$ cat config.mk
export PLATFORM = sky130hd
export DESIGN_NAME = m72_irq_ctrl
export DESIGN_NICKNAME = d
export VERILOG_FILES = /design/src/rtl/m72_irq_pkg.sv /design/src/rtl/m72_irq_edge.sv /design/src/rtl/m72_irq_ctrl.sv
export SDC_FILE = /design/constraint.sdc
export NUM_CORES = 1
export LEC_CHECK = 0
export CAP_MARGIN = 20
export CORE_MARGIN = 10
export CORE_UTILIZATION = 45
export DETAILED_ROUTE_END_ITERATION = 8
export PLACE_DENSITY = 0.88
export SYNTH_ARGS = -nofsm -noshare
export SYNTH_HDL_FRONTEND = slang
export SYNTH_SLANG_ARGS = --single-unit
$ cat constraint.sdc
create_clock -name CLK_32M -period 1.4 [get_ports CLK_32M]
set_input_delay 0.21 -clock CLK_32M [delete_from_list [all_inputs] [get_ports CLK_32M]]
set_output_delay 0.21 -clock CLK_32M [all_outputs]
set_load 0.02 [all_outputs]
$ cat src/rtl/m72_irq_pkg.sv
// m72_irq_pkg: shared types and constants for the M72 interrupt controller.
//   irq_sel_t : which source a handshake is delivering (or spurious)
//   state_t   : INTA handshake state
//   VEC_OFF_* : low three vector bits per source (IR0 / IR2 / spurious IR7)
//   REG_*     : register select values for A0
package m72_irq_pkg;

  typedef enum logic [1:0] {
    IRQ_VBLANK   = 2'd0,
    IRQ_RASTER   = 2'd1,
    IRQ_SPURIOUS = 2'd2
  } irq_sel_t;

  typedef enum logic [1:0] {
    ST_IDLE   = 2'd0,
    ST_FROZEN = 2'd1,
    ST_DRIVE  = 2'd2
  } state_t;

  localparam logic [2:0] VEC_OFF_VBLANK   = 3'b000;
  localparam logic [2:0] VEC_OFF_RASTER   = 3'b010;
  localparam logic [2:0] VEC_OFF_SPURIOUS = 3'b111;

  localparam logic REG_BASE = 1'b0;
  localparam logic REG_MASK = 1'b1;

  // Low vector bits for a selected source.
  function automatic logic [2:0] vec_offset(input irq_sel_t sel);
    case (sel)
      IRQ_VBLANK: vec_offset = VEC_OFF_VBLANK;
      IRQ_RASTER: vec_offset = VEC_OFF_RASTER;
      default:    vec_offset = VEC_OFF_SPURIOUS;
    endcase
  endfunction

endpackage

$ cat src/rtl/m72_irq_edge.sv
// m72_irq_edge: rising-edge detector feeding one pending bit.
//   clk, reset : clock and synchronous active-high reset
//   level      : source level (VBLK or HINT)
//   mask_next  : mask value that takes effect at this clock edge
//   clear      : acknowledge clear of the pending bit
//   pending    : registered pending request
module m72_irq_edge (
  input  logic clk,
  input  logic reset,
  input  logic level,
  input  logic mask_next,
  input  logic clear,
  output logic pending
);

  logic prev;
  logic set;

  // A new edge wins over a simultaneous acknowledge clear; a masked source
  // drops both the edge and anything already pending, so unmasking later
  // never raises a stale request.
  assign set = level & ~prev & ~mask_next;

  always_ff @(posedge clk) begin
    if (reset) begin
      prev    <= 1'b0;
      pending <= 1'b0;
    end else begin
      prev    <= level;
      pending <= set | (pending & ~clear & ~mask_next);
    end
  end

endmodule

$ cat src/rtl/m72_irq_ctrl.sv
// m72_irq_ctrl: prioritised, maskable, vectored interrupt controller for the
// V30, fed by the video timing generator. Auto-EOI, two-cycle INTA.
//   CLK_32M      : system clock
//   reset        : synchronous active-high reset
//   VBLK, HINT   : vblank level / raster match from the timing generator
//   WR, A0, DIN  : register write (A0=0 base vector, A0=1 mask)
//   INTA         : one-cycle strobe per CPU INTA bus cycle
//   INTR         : registered interrupt request
//   VECTOR       : registered vector byte, held until the next delivery
//   VECTOR_VALID : one-cycle qualifier for VECTOR
//   fsm_state    : handshake state, for debug observation
//
// Handshake: the first INTA sampled in IDLE latches the winning source; the
// second INTA loads VECTOR, and VECTOR_VALID is high for exactly the one
// cycle spent in DRIVE. There is no back-pressure; INTA seen in DRIVE is
// ignored.
module m72_irq_ctrl
  import m72_irq_pkg::*;
#(
  parameter logic [7:0] BASE_RESET = 8'h20,
  parameter logic [1:0] MASK_RESET = 2'b11
) (
  input  logic       CLK_32M,
  input  logic       reset,
  input  logic       VBLK,
  input  logic       HINT,
  input  logic       WR,
  input  logic       A0,
  input  logic [7:0] DIN,
  input  logic       INTA,
  output logic       INTR,
  output logic [7:0] VECTOR,
  output logic       VECTOR_VALID,
  output state_t     fsm_state
);

  state_t     state, state_next;
  irq_sel_t   sel, sel_next;
  logic       intr_next;
  logic       load_vec;
  logic [7:0] base;
  logic [1:0] mask;
  logic [1:0] mask_next;
  logic [1:0] pending;
  logic [1:0] req;
  logic [1:0] clear;
  logic       hint_lvl;

  assign hint_lvl = HINT;

  // Only base[7:3] reaches the vector; the low bits are stored but unused.
  logic unused_base_bits;
  assign unused_base_bits = ^base[2:0];

  // A mask write takes effect on the same clock edge as any edge arriving
  // with it, and clears pending bits that become masked.
  assign mask_next = (WR && (A0 == REG_MASK)) ? DIN[1:0] : mask;
  assign req       = pending & ~mask;

  assign clear[0] = (state == ST_DRIVE) && (sel == IRQ_VBLANK);
  assign clear[1] = (state == ST_DRIVE) && (sel == IRQ_RASTER);

  m72_irq_edge u_edge_vblk (
    .clk       (CLK_32M),
    .reset     (reset),
    .level     (VBLK),
    .mask_next (mask_next[0]),
    .clear     (clear[0]),
    .pending   (pending[0])
  );

  m72_irq_edge u_edge_hint (
    .clk       (CLK_32M),
    .reset     (reset),
    .level     (hint_lvl),
    .mask_next (mask_next[1]),
    .clear     (clear[1]),
    .pending   (pending[1])
  );

  always_comb begin
    state_next = state;
    sel_next   = sel;
    intr_next  = INTR;
    load_vec   = 1'b0;
    case (state)
      ST_IDLE: begin
        intr_next = |req;
        if (INTA) begin
          state_next = ST_FROZEN;
          if (req[0])      sel_next = IRQ_VBLANK;
          else if (req[1]) sel_next = IRQ_RASTER;
          else             sel_next = IRQ_SPURIOUS;
        end
      end
      ST_FROZEN: begin
        // INTR holds; sel is frozen even if its source is masked meanwhile.
        if (INTA) begin
          state_next = ST_DRIVE;
          load_vec   = 1'b1;
        end
      end
      ST_DRIVE: begin
        // Keep INTR up only if something other than the source being
        // acknowledged is still requesting.
        state_next = ST_IDLE;
        intr_next  = |(req & ~clear);
      end
      default: begin
        state_next = ST_IDLE;
        intr_next  = 1'b0;
      end
    endcase
  end

  always_ff @(posedge CLK_32M) begin
    if (reset) begin
      state        <= ST_IDLE;
      sel          <= IRQ_SPURIOUS;
      INTR         <= 1'b0;
      VECTOR       <= 8'h00;
      VECTOR_VALID <= 1'b0;
      base         <= BASE_RESET;
      mask         <= MASK_RESET;
    end else begin
      state        <= state_next;
      sel          <= sel_next;
      INTR         <= intr_next;
      VECTOR_VALID <= load_vec;
      mask         <= mask_next;
      if (load_vec) VECTOR <= {base[7:3], vec_offset(sel)};
      if (WR && (A0 == REG_BASE)) base <= DIN;
    end
  end

  assign fsm_state = state;

endmodule

==> flow_summary.json <==
{
  "status": "finished clean",
  "io_pins": 27,
  "setup.worst_path.class": "flop to flop",
  "post_synth_main_area_contributors": "dfxtp_1 53%, mux2i_1 11%, nor2_1 7.4%",
  "async_reset_ff_frac": 0,
  "cts_tree": "yes",
  "cts_num_sinks": 24,
  "path_delay_family": "simple AND/OR/NAND/NOR gates",
  "drt-pass1-iter-count": 4,
  "row_count": 16,
  "grt_overflow": 0,
  "period_share": 0.904,
  "worstPathCellList": "buf_4 -> nor3b_2 -> nor2b_1 -> a211o_1",
  "seq_area_um2": 480,
  "numCtsBuffers": 3,
  "worst_pin_slew_ns": 0.274,
  "crit_path_end_kind": "flop",
  "peakVddDrop_mv": 0.798,
  "min_from": "HINT",
  "drtAntennaViolNets": 0,
  "hold_buffers": 0,
  "ys_seq_area_frac": 0.527,
  "maxSlewHeadroom": 0.816,
  "wl_per_cell_um": 13.2,
  "ys_ff_latch": 24,
  "die_area_mm2": 0.00423,
  "fin_skew_ns": 0.00207,
  "crit_slowest_cell": "dfxtp_1",
  "drt_iter0_drc": 13,
  "finalSetupViolations": 0,
  "multiInputGateArea_um2": 395,
  "synthToLayoutAreaGrowth_pct": 35.7,
  "min_period_ns": 1.27,
  "startpoint": "fsm_state[0]",
  "fin_util": 0.637,
  "synth_top_area_share": 0.527,
  "viasPerCell": 4.85,
  "cp_num_buf_inv": 1,
  "maxSlewViolCount": 0,
  "leakage_nw": 0.577,
  "core_area_mm2": 0.00194,
  "grt_pass1_vias": 766,
  "yosysWarnings": 0,
  "fin_ws_ns": 0.135,
  "vias": 722,
  "die_y_um": 65.0,
  "diodes": 0,
  "grt_setup_unrepaired": "no",
  "syn-num-nets": 108,
  "grt_pass1_wl_mm": 3.31,
  "grt_max_degree": 24,
  "arrival_ns": 1.48,
  "drv_cap": 0,
  "drive_gt1_frac": 0.0820,
  "dp_slack_ns": -0.126,
  "hold_violations": 0,
  "fp.dieW_um": 65.0,
  "antenna_found_initial": 0,
  "start_util": 0.470,
  "worst-path-max-fanout": 6,
  "clock_path_buffers": 2,
  "syn-instance-count": 93,
  "fmax_ghz": 0.791,
  "yosys.area.top_type": "dfxtp_1",
  "wirelength_mm": 1.96,
  "min_path_type": "input port to flop",
  "grtUsageTotal": 0.0964,
  "power.density_mw_per_mm2": 1000,
  "post-dp-hpwl_mm": 1.55,
  "r2r-start": "fsm_state[0]",
  "power_mw": 1.24,
  "cts_max_level": 1,
  "synth_edf_count": 0,
  "ys.flop_type": "dfxtp_1",
  "start_kind": "flop",
  "synth_cell_type_count": 20,
  "clkLatencyLatePin_ns": 0.31,
  "cp.required_ns": 1.62,
  "io_buffer_count": 25,
  "clkTransAtPathRegs_ns": 0.12,
  "cp_slowest_stage_delay_ns": 0.33,
  "drc": 0,
  "syn_avg_cell_area_um2": 9.81,
  "gp_congestion": 0.725,
  "layout.nets": 139,
  "synth_area_um2": 912,
  "cts_root_buf": "clkbuf_4",
  "nFillCells": 170
}
## area by class of cell
type	instances	share of cell area
sequential	24	0.388
clock buffer	3	0.0182
multi-input combinational	64	0.320
timing repair buffer	31	0.247
tap	27	0.0273
## flip-flops by register name, summed over array words and instances, names as in the netlist
signal               flops
fsm_state                2
u_edge_vblk.prev         1
u_edge_hint.prev         1
u_edge_vblk.pending      1
u_edge_hint.pending      1
mask                     2
sel                      2
VECTOR_VALID             1
base                     5
VECTOR                   7
INTR                     1
## final timing paths
| check | cells after the start | end | slack [ns] |
|---|---|---|---|
| setup / recovery | 4 | sel[1] | 0.13 |
| hold / removal | 2 | u_edge_hint.prev | 0.46 |
| setup reg to reg | 4 | sel[1] | 0.13 |
| hold reg to reg | 2 | VECTOR[1] | 0.49 |
## kinds of logic after synthesis
group,count (synthesis),share of synthesized area
buffers and inverters,5,0.0398
AOI/OAI and AO/OA,11,0.0796
muxes,10,0.110
and+or+nand+nor,42,0.235
DFF,24,0.527
xor gates and xnor gates,1,0.00960
## through the flow
stage / cells / hold slack (ns) / cell area [µm²] / TNS (ns)
after global routing: 149 / 0.484 / 1240 / 0
after detailed placement: 146 / 0.477 / 1230 / -0.162
after floorplan: 93 / 0.325 / 912 / 0
final: 149 / 0.456 / 1240 / 0
after CTS: 149 / 0.459 / 1240 / 0
after global placement: 146 / 0.463 / 1230 / -0.0101
## cells in the mapped netlist (3+ instances only)
master	number
dfxtp_1	24
nor2_1	18
mux2i_1	10
nor2b_1	8
a211o_1	4
a21oi_1	4
nor3_1	4
nand2_1	3
## metal layers
metal  vias up  global-route usage  share of wire
met5         -                   0              0
met1       335               0.100           0.41
met3         3              0.0258          0.068
met4         0              0.0481          0.016
li1        369                   -              -
met2        15               0.174           0.51
## where the power goes
part	switching [mW]	internal, mW
Combinational	0.0956	0.111
Sequential	0.0175	0.716
Clock	0.196	0.101
Total	0.309	0.928
## cell usage in the layout, fill, tap and decap left out, types with 4 or more instances in the layout
master	Yosys	routed
dfxtp_1	24	24
dlygate4sd2_1	0	12
clkdlybuf4s50_1	0	13
nor3_1	4	4
nor2b_1	8	8
a21oi_1	4	4
buf_4	2	4
mux2i_1	10	10
nor2_1	18	18
a211o_1	4	4
## timing repair
item,4_1_cts,5_1_grt
gates resized for setup,12,0
endpoints found under the setup margin,12,0
setup buffers,0,0
Power figures use the tool's default switching activity.
==> variant 1: new RTL, same flow settings <==
The 3 values of `irq_sel_t` get a one-hot encoding in 3 bits.
--- a/src/rtl/m72_irq_pkg.sv
+++ b/src/rtl/m72_irq_pkg.sv
@@ -5,10 +5,10 @@
 //   REG_*     : register select values for A0
 package m72_irq_pkg;
 
-  typedef enum logic [1:0] {
-    IRQ_VBLANK   = 2'd0,
-    IRQ_RASTER   = 2'd1,
-    IRQ_SPURIOUS = 2'd2
+  typedef enum logic [2:0] {
+    IRQ_VBLANK   = 3'b001,
+    IRQ_RASTER   = 3'b010,
+    IRQ_SPURIOUS = 3'b100
   } irq_sel_t;
 
   typedef enum logic [1:0] {
Formal check against the unedited RTL: no difference found for any inputs over 10 cycles, from zero or initial values and one cycle with reset high; not proved beyond that.
==> variant 1 against the original RTL <==
- routed wire length rose by 15%
- area after synthesis increased by 8.5%
- critical path depth down 3
- sequential cell count increased by 1
- synthesized cell count is 15% higher
- final cell count is 12% higher
- cell area grew 8.1%
- first-iteration DRC count rose to 3.2 times the old value
- total power grew 6.1%
- clock power up 12%
- setup slack got worse by 0.051 ns
- maximum frequency is 3.9% lower
==> variant 1: results (changes against the original RTL) <==
Status -> finished clean
Worst Path Arrival -> 1.11 ns (-0.37 ns)
GRT Util Overall -> 10.2% (+0.59 points)
Final WL -> 2260 um (+15%)
Pin count of the biggest net entering global routing -> 16 (-33%)
Clock Skew -> 0.00717 ns (+0.00510 ns)
Share of cells above drive strength 1 -> 14.3% (+6.1 points)
Top post-synthesis cells by count -> dfxtp_1 (25), nand2_1 (14), a21oi_1 (12), nor2_1 (12)
Placed Area -> 0.00131 mm2 (+6.8%)
Worst r2r dst -> INTR
Sequential element share of the synthesized area -> 50.6% (-2.1 points)
Count of cell types in the netlist -> 28 (+40%)
CP max FO -> 3 (-3)
Worst Setup SP -> fsm_state[1]
Max incr delay on CP -> 0.43 ns (+0.10 ns)
Grt met1 use -> 11.3% (+1.3 points)
Syn Inst Count -> 107 (+15%)
Sequential power share -> 58.8% (-0.5 points)
Met2 usage -> 18.2% (+0.88 points)
Vias in the first global route -> 852 (+11%)
Net count after synthesis -> 122 (+13%)
Switch share -> 26.2% (+1.3 points)
Worst-case vdd ir drop -> 912 uV (+14%)
First-pass GRT wire length -> 3700 um (+12%)
Top area cells in the synthesized netlist -> dfxtp_1 (51%), a21oi_1 (6.1%), nand2_1 (5.3%), mux2i_1 (5.1%), nor2_1 (4.6%)
Routability Congestion -> 0.799 (+10%)
Worst reg2reg setup slack -> 0.16 ns (+0.03 ns)
Met3 GRT Util -> 1.51% (-1.1 points)
Min Tclk post-route -> 1.32 ns (+0.0513 ns)
Final net count -> 156 (+12%)
## variant 1: cell types whose count changed after synthesis, moves of 2 or more
cell      delta
a21oi_1      +8
mux2i_1      -5
or3_1        +2
clkbuf_1     +3
nor2b_1      -3
nand2_1     +11
nand2b_1     +2
nor2_1       -6
## variant 1: timing repair
item                       in CTS  in global routing
hold buffers                    0                  0
resized for setup              13                  1
setup endpoints to repair      12                  1
## variant 1: cell families (layout without fill, tap and decap cells)
group                     after synthesis  in the layout  synth area share, %
and+or+nand+nor                        49             49                 26.7
muxes                                   5              5                 5.06
buffers and inverters                   7             40                 3.92
xor gates and xnor gates                2              2                 1.77
AOI/OAI and AO/OA                      19             19                 12.0
DFF                                    25             25                 50.6
## variant 1: final cells by class
cell class / instances / area [um2]
tap: 27 / 33.8
timing repair buffer: 35 / 310
clock inverter: 1 / 7.51
sequential: 25 / 502
inverter: 1 / 3.75
fill: 174 / 684
clock buffer: 3 / 22.5
multi-input combinational: 75 / 458
==> variant 2: new RTL, same flow settings <==
Made on the original files. Put one more register stage on the output `VECTOR`, cleared by the reset. The value now appears one clock later. The other outputs are not delayed to match. Comments in the files are not updated.
--- a/src/rtl/m72_irq_ctrl.sv
+++ b/src/rtl/m72_irq_ctrl.sv
@@ -33,6 +33,8 @@
   output logic       VECTOR_VALID,
   output state_t     fsm_state
 );
+
+  logic [7:0] VECTOR_s0;
 
   state_t     state, state_next;
   irq_sel_t   sel, sel_next;
@@ -118,7 +120,7 @@
       state        <= ST_IDLE;
       sel          <= IRQ_SPURIOUS;
       INTR         <= 1'b0;
-      VECTOR       <= 8'h00;
+      VECTOR_s0    <= 8'h00;
       VECTOR_VALID <= 1'b0;
       base         <= BASE_RESET;
       mask         <= MASK_RESET;
@@ -128,12 +130,20 @@
       INTR         <= intr_next;
       VECTOR_VALID <= load_vec;
       mask         <= mask_next;
-      if (load_vec) VECTOR <= {base[7:3], vec_offset(sel)};
+      if (load_vec) VECTOR_s0 <= {base[7:3], vec_offset(sel)};
       if (WR && (A0 == REG_BASE)) base <= DIN;
     end
   end
 
   assign fsm_state = state;
 
+  always_ff @(posedge CLK_32M) begin
+    if (reset) begin
+      VECTOR <= '0;
+    end else begin
+      VECTOR <= VECTOR_s0;
+    end
+  end
+
 endmodule
 
Function: changed (a bounded check fails within 4 cycles, from zero or initial values and one cycle with reset high).
==> variant 2 against the original RTL <==
- cell area is 17% higher
- count of clock-buffer cells in the layout is 5 higher
- total power is 41% higher
- sequential cell count is 7 higher
- first-iteration DRC count is 100% higher
- combinational power is 5% higher
- sequential share of layout area is 4.0 points higher
- area after synthesis is 20% higher
- routed wire length is 9.7% higher
- setup slack better by 0.062 ns
==> variant 2: results (changes against the original RTL) <==
Final net count -> 148 (+6.5%)
Hold Path Class -> flop to flop
Syn avg cell area -> 10.9 um2 (+11%)
Register cell area after layout -> 621 um2 (+29%)
Fin util -> 63.6% (-0.12 points)
Sequential element share of the synthesized area -> 56.6% (+3.9 points)
Hold_sp -> VECTOR_s0[3]
H-tree depth -> 2 (+1)
DP Worst Slack -> -0.106 ns (+0.0199 ns)
Share of cells above drive strength 1 -> 11.9% (+3.7 points)
Vias in the first global route -> 832 (+8.6%)
GRT Util Overall -> 8.91% (-0.73 points)
Hold path depth -> 1 (-1)
Pleak -> 0.637 nW (+10%)
Met2 usage -> 16.1% (-1.2 points)
Clock Skew -> 0.00520 ns (+0.00313 ns)
WS Path Type -> input pin to flop
Fillers -> 188 (+11%)
Worst reg2reg setup slack -> 0.22 ns (+0.09 ns)
Count of cell types in the netlist -> 24 (+20%)
Worst Path Arrival -> 1.40 ns (-0.08 ns)
Met1 Wirelength -> 834 um (+4.1%)
Non-Clock Buffer Count -> 30 (-3.2%)
Met3 GRT Util -> 4.56% (+2.0 points)
Slowest cell on crit path -> clkdlybuf4s50_1
Power per cell area -> 1200 mW/mm2 (+20%)
Routability Congestion -> 0.746 (+2.8%)
Worst Setup SP -> INTA
Final WL -> 2150 um (+9.7%)
CP max FO -> 4 (-2)
Pin count of the biggest net entering global routing -> 25 (+4.2%)
Signal buffers share of area -> 19.7% (-5.0 points)
Num CTS Buffers -> 5 (+2)
DR WL met2 -> 1140 um (+15%)
Largest regs -> VECTOR: 7 flops, VECTOR_s0: 7 flops, base: 5 flops
Status -> finished clean
Fraction of area in multi-input gates -> 30.3% (-1.7 points)
Seq cells post-synth -> 31 (+29%)
First-pass GRT wire length -> 3640 um (+10%)
DR iter-0 viols -> 26 (+13)
Placed Area -> 0.00139 mm2 (+13%)
Via density -> 5.04 (+4.1%)
Layout clock area frac -> 4.75% (+2.9 points)
Top area cells in the synthesized netlist -> dfxtp_1 (57%), nor2b_1 (8.6%), o22a_1 (4.8%), nor2_1 (3.8%), mux2i_1 (3.6%)
Worst-case vdd ir drop -> 1010 uV (+26%)
Final Cycle Share -> 85.9% (-4.4 points)
Min-Delay Endpoint -> VECTOR[3]
Wire per inst -> 13.3 um (+0.89%)
Max incr delay on CP -> 0.57 ns (+0.24 ns)
Final hold slack -> 0.472 ns (+0.0153 ns)
Wire length on met3 -> 134 um (+0.75%)
Measured slew at the worst slew-check pin -> 0.239 ns (-0.0356 ns)
variant 2: cell types whose count changed in the layout (fill, tap and decap cells not counted), moves of 2 or more:
cell | unedited run | this run
clkbuf_4 | 3 | 5
dfxtp_1 | 24 | 31
o22a_1 | 0 | 6
nor2b_1 | 8 | 15
clkbuf_8 | 0 | 2
nor2_1 | 18 | 11
mux2i_1 | 10 | 4
variant 2: cells by family after synthesis:
kind of cell	Yosys count	share of synthesized area [%]
DFF	31	56.6
and+or+nand+nor	43	24.1
muxes	4	3.65
xor gates and xnor gates	1	0.798
buffers and inverters	5	3.53
AOI/OAI and AO/OA	17	11.4
variant 2: worst max-delay path, delay by kind of cell:
| kind | cells | cell delay [ns] |
|---|---|---|
| buffers and inverters | 1 | 0.57 |
| and+or+nand+nor | 2 | 0.35 |
| AOI/OAI and AO/OA | 1 | 0.27 |
variant 2: where the power goes:
group / switching, mW / leakage (nW) / internal [mW]
logic: 0.102 / 0.345 / 0.116
registers: 0.0203 / 0.254 / 0.932
clock network: 0.274 / 0.0386 / 0.295
